File: src/rtl/rr_arbiter_4.sv
// rr_arbiter_4: four-requester round-robin arbiter with a bounded grant-hold time.
// A rotating priority pointer picks the next owner. Under contention the owner
// is forced out once it has held the grant for MAX_HOLD cycles. All outputs
// are registered, so there is no combinational path from req to any output.
module rr_arbiter_4 #(
  parameter int MAX_HOLD = 8  // legal range 1..255
) (
  input  logic       clk,
  input  logic       rst,
  input  logic [3:0] req,
  output logic [3:0] grant,
  output logic [1:0] grant_idx,
  output logic       grant_valid,
  output logic       idle
);

  localparam int CNT_W = $clog2(MAX_HOLD + 1);
  localparam logic [CNT_W-1:0] HOLD_MAX = CNT_W'(MAX_HOLD);
  localparam logic [CNT_W-1:0] HOLD_ONE = CNT_W'(1);

  // Two-state controller; a one-bit code keeps it readable in older flows.
  localparam logic [0:0] ST_IDLE  = 1'b0;
  localparam logic [0:0] ST_GRANT = 1'b1;

  // ---------------------------------------------------------------------------
  // Helper functions
  // ---------------------------------------------------------------------------

  // 4-to-2 priority encoder: index of the lowest set bit (0 when v is zero).
  function automatic logic [1:0] prio_enc4(input logic [3:0] v);
    logic [1:0] idx;
    casez (v)
      4'b???1: idx = 2'd0;
      4'b??10: idx = 2'd1;
      4'b?100: idx = 2'd2;
      4'b1000: idx = 2'd3;
      default: idx = 2'd0;
    endcase
    return idx;
  endfunction

  // Rotate right by s so that bit s of v lands at bit 0.
  function automatic logic [3:0] rotr4(input logic [3:0] v, input logic [1:0] s);
    return 4'({v, v} >> s);
  endfunction

  // 2-to-4 one-hot decoder.
  function automatic logic [3:0] dec4(input logic [1:0] idx);
    return 4'b0001 << idx;
  endfunction

  // ---------------------------------------------------------------------------
  // State
  // ---------------------------------------------------------------------------
  logic [0:0]       state_q, state_d;
  logic [1:0]       ptr_q, ptr_d;
  logic [CNT_W-1:0] hold_q, hold_d;
  logic [3:0]       grant_q, grant_d;
  logic [1:0]       grant_idx_q, grant_idx_d;
  logic             grant_valid_q, grant_valid_d;
  logic             idle_q, idle_d;

  // ---------------------------------------------------------------------------
  // Arbitration datapath
  // ---------------------------------------------------------------------------
  logic       owner_req;     // current owner is still requesting
  logic       others_req;    // some requester other than the owner is waiting
  logic       hold_full;     // owner has used up its hold budget
  logic       release_own;   // owner gives up the grant this cycle
  logic [1:0] ptr_after;     // pointer that would follow a release
  logic [1:0] arb_ptr;       // pointer used by this cycle's arbitration
  logic [3:0] req_rot;
  logic       any_req;
  logic [1:0] winner;

  // Decide whether the owner releases and run the circular scan from the
  // pointer that will be in force after any release.
  always_comb begin
    owner_req   = |(req & dec4(grant_idx_q));
    others_req  = |(req & ~dec4(grant_idx_q));
    hold_full   = (hold_q == HOLD_MAX);
    release_own = (state_q == ST_GRANT) && (!owner_req || (hold_full && others_req));
    ptr_after   = grant_idx_q + 2'd1;
    arb_ptr     = release_own ? ptr_after : ptr_q;
    req_rot     = rotr4(req, arb_ptr);
    any_req     = |req;
    winner      = arb_ptr + prio_enc4(req_rot);
  end

  // Next-state and next-output logic for the two-state controller.
  always_comb begin
    // NOTE: every variable gets a default before the case so no path leaves
    // one unassigned, which would otherwise infer a latch.
    state_d     = state_q;
    ptr_d       = ptr_q;
    hold_d      = hold_q;
    grant_idx_d = grant_idx_q;

    unique case (state_q)
      ST_IDLE: begin
        if (any_req) begin
          // Initial grant leaves the pointer untouched.
          state_d     = ST_GRANT;
          grant_idx_d = winner;
          hold_d      = HOLD_ONE;
        end
      end
      ST_GRANT: begin
        if (release_own) begin
          ptr_d = ptr_after;
          if (any_req) begin
            // Direct handoff, no idle gap.
            grant_idx_d = winner;
            hold_d      = HOLD_ONE;
          end else begin
            state_d     = ST_IDLE;
            grant_idx_d = 2'd0;
            hold_d      = '0;
          end
        end else if (!hold_full) begin
          hold_d = hold_q + HOLD_ONE;
        end
      end
      default: begin
        state_d     = ST_IDLE;
        grant_idx_d = 2'd0;
        hold_d      = '0;
      end
    endcase

    grant_valid_d = (state_d == ST_GRANT);
    idle_d        = !grant_valid_d;
    grant_d       = grant_valid_d ? dec4(grant_idx_d) : 4'b0000;
  end

  // Register state and outputs; synchronous reset dominates everything.
  always_ff @(posedge clk) begin
    // NOTE: sequential state uses non-blocking assignments so every register
    // samples its pre-edge inputs regardless of statement order.
    if (rst) begin
      state_q       <= ST_IDLE;
      ptr_q         <= 2'd0;
      hold_q        <= '0;
      grant_q       <= 4'b0000;
      grant_idx_q   <= 2'd0;
      grant_valid_q <= 1'b0;
      idle_q        <= 1'b1;
    end else begin
      state_q       <= state_d;
      ptr_q         <= ptr_d;
      hold_q        <= hold_d;
      grant_q       <= grant_d;
      grant_idx_q   <= grant_idx_d;
      grant_valid_q <= grant_valid_d;
      idle_q        <= idle_d;
    end
  end

  assign grant       = grant_q;
  assign grant_idx   = grant_idx_q;
  assign grant_valid = grant_valid_q;
  assign idle        = idle_q;

endmodule

File: config.mk
export PLATFORM = sky130hd
export DESIGN_NAME = rr_arbiter_4
export DESIGN_NICKNAME = d
export VERILOG_FILES = /design/src/rtl/rr_arbiter_4.sv
export SDC_FILE = /design/constraint.sdc
export NUM_CORES = 1
export LEC_CHECK = 0
export CAP_MARGIN = 20
export CORE_AREA = 2 2 53 43
export DETAILED_ROUTE_END_ITERATION = 8
export DIE_AREA = 0 0 55 45
export PLACE_DENSITY = 0.9
export SYNTH_ARGS = -nofsm -noshare
export SYNTH_HDL_FRONTEND = slang
export SYNTH_SLANG_ARGS = --single-unit
File: constraint.sdc
create_clock -name clk -period 8.7 [get_ports clk]
set_input_delay 2.61 -clock clk [delete_from_list [all_inputs] [get_ports clk]]
set_output_delay 2.61 -clock clk [all_outputs]
set_load 0.01 [all_outputs]
==> flow_summary.ini <==
[placement]
pre_cts_ws_ns = 2.792
port_buffers = 13
place_congestion = 0.8263
post-place-cells = 162
hpwlAfterDp_um = 1871
dpl_cell_area_mm2 = 0.001197

[hold_path]
hp-start = hold_q[1]
hold_depth = 2
hp-class = register to register
hold-path-endpoint = hold_q[1]

[synth]
synth_seq_cells = 14
syn-cell-area_mm2 = 0.001080
synth_nets = 144
ys.warnings.count = 0
synth_ff_type = dfxtp_1
syn_avg_cell_area_um2 = 8.243
ys_types = 49
yosysSeqAreaShare_pct = 25.96
syn_inst = 131
synthArstFlopShare_pct = 0
synth_edf_count = 0

[timing]
slew_headroom_pct = 43.84
fmax_mhz = 176.9
clock_skew_ns = 0.001609
worst_slew_pin_slew_ns = 0.8347
rsz0062_at_grt = no
period_share_pct = 64.96
hold_violations = 0
worst_slack_ns = 3.048
finalMaxSlewViolations = 0
tns_ns = 0
fin_crit_ns = 5.652
finalSetupViolations = 0
hold_ws_ns = 0.4990

[global_routing]
groute.layer.met3.usage_pct = 6.954
grt_pass1_wl_um = 4050
grt.busiest_layer = met2
groute.usage.overall_pct = 22.89
grt_util_met2_pct = 35.71
overflow = 0
grt_pass1_vias = 893
antenna_found_initial = 0
grt_max_degree = 15
met1_usage_pct = 30.66

[detailed_routing]
routed_wl_um = 2500
antenna_left = 0
route.vias.total = 1049
initialDrtViolationCount = 54
via_per_inst = 6.358
dr.pass1.iters = 5
wl_per_cell_um = 15.15
drc = 0

[setup_path]
cp-end-kind = register
rrSetupSlack_ns = 5.11
crit_path_start_kind = input pin
required_ns = 8.86
reg2reg_from = grant_idx[0]
reg2reg_depth = 14
cp_max_fo = 14
r2r_end = grant[0]
worstSetupPathType = input pin to register
crit_arrival_ns = 5.81

[finish]
drive_gt1_share_pct = 8.511
fin_area_mm2 = 0.001220
fin_cells = 165
diodes = 0
nNetsFinal = 156
fillerInstances = 172
area_growth_syn_to_layout_pct = 12.98

[clock_tree]
ctsHtreeMaxLevel = 1
clk_latency_ns = 0.29
ctsResizeCount = 0
cts_tree = done
cts.clk_slew.worst_paths_ns = 0.08
cts_buffer_depth = 2
cts_root_buf = clkbuf_4
cts.sinks = 14
cts_buffers = 3
cts_hold_buf = 0
cts_setup_buffers = 0

[floorplan]
dieWidth_um = 55
die_area_mm2 = 0.002475
ios = 14
num_rows = 14
core_area_mm2 = 0.001927
initial_core_util_pct = 56.04
die_h_um = 45

[power_and_ir_drop]
pwr_density_cell_mw_per_mm2 = 280.1
vdd_ir_drop_max_mv = 0.1995
p_leak_nw = 0.4635

[outcome]
status = finished, final reports clean

[flow_run]
cap_violations = 0
==> per-layer routing <==
layer / up-vias / routed length (um)
met4: 0 / 14
li1: 506 / -
met5: - / 0
met3: 3 / 160
met2: 37 / 1185
met1: 503 / 1140
==> power by group <==
part | internal [W] | leakage, nW | total, W | switching [W]
Sequential | 0.0000799 | 0.115 | 0.0000956 | 0.0000157
Combinational | 0.0000979 | 0.334 | 0.000209 | 0.000111
Clock | 0.0000161 | 0.0138 | 0.0000375 | 0.0000214
==> critical path, stage by stage <==
cell             delay [ns]
clkdlybuf4s50_1        0.63
a22oi_1                0.36
nand3_2                0.19
nand2_4                0.17
mux2i_1                0.31
a21o_1                 0.17
a32oi_1                0.09
ha_1                   0.25
nand2b_1               0.15
a22oi_1                0.12
and3b_1                0.23
a2111oi_1              0.41
nor4_1                 0.11
==> cells by family after synthesis <==
logic type | share of synthesized area, %
buf+inv | 7.068
flops | 25.96
simple gates | 30.59
fa+ha+maj | 8.111
compound gates | 25.38
mux | 2.897
==> area by class of cell <==
cell class	count	area, um^2	area share, %
Timing Repair Buffer	13	130.1	10.67
Tap cell	24	30.03	2.462
Clock buffer	3	22.52	1.846
Sequential cell	14	280.3	22.97
Multi-Input combinational cell	102	723.2	59.28
Inverter	9	33.78	2.769
==> how the worst max path moves through the flow <==
stage | start | end | slack, ns | cells after the start
after floorplan | req[2] | grant[0] | 3.71 | 13
after global placement | req[2] | grant[0] | 2.97 | 13
after detailed placement | req[2] | grant[0] | 2.79 | 13
after CTS | req[2] | grant[0] | 3.09 | 13
after global routing | req[2] | grant[0] | 2.78 | 13
final | req[1] | grant[0] | 3.05 | 13
==> per-stage QoR <==
stage	util [%]	power, W
floorplan	-	0.0002441
global placement	62.14	0.0002910
detailed placement	62.14	0.0003013
CTS	63.31	0.0003386
global route	63.31	0.0003669
finish	63.31	0.0003417
==> cell usage in the layout (no fill, tap or decap), drive strengths merged, types with 4 or more instances in the layout <==
cell and n:
dfxtp 14, clkdlybuf4s50 13, nand2 11, nor2 10, inv 9, a21oi 7
ha 7, nand2b 7, o21ai 6, a31oi 4, nand4b 4
==> state kept, by name (all words and copies together) (netlist names) <==
signal	cells
grant_idx	2
grant_valid	1
idle	1
grant	4
hold_q	4
ptr_q	2
==> cells in the mapped netlist (all sizes together), types with 4 or more instances <==
| library cell | number | share of area [%] |
|---|---|---|
| nand4b | 4 | 3.8 |
| a31oi | 4 | 2.3 |
| inv | 9 | 3.1 |
| nand2b | 7 | 5.0 |
| nand2 | 11 | 4.5 |
| dfxtp | 14 | 26 |
| o21ai | 6 | 2.8 |
| buf | 4 | 3.2 |
| nor2 | 10 | 3.5 |
| ha | 7 | 8.1 |
| a21oi | 7 | 3.2 |
Note: power is estimated with default switching activity, not from simulation.
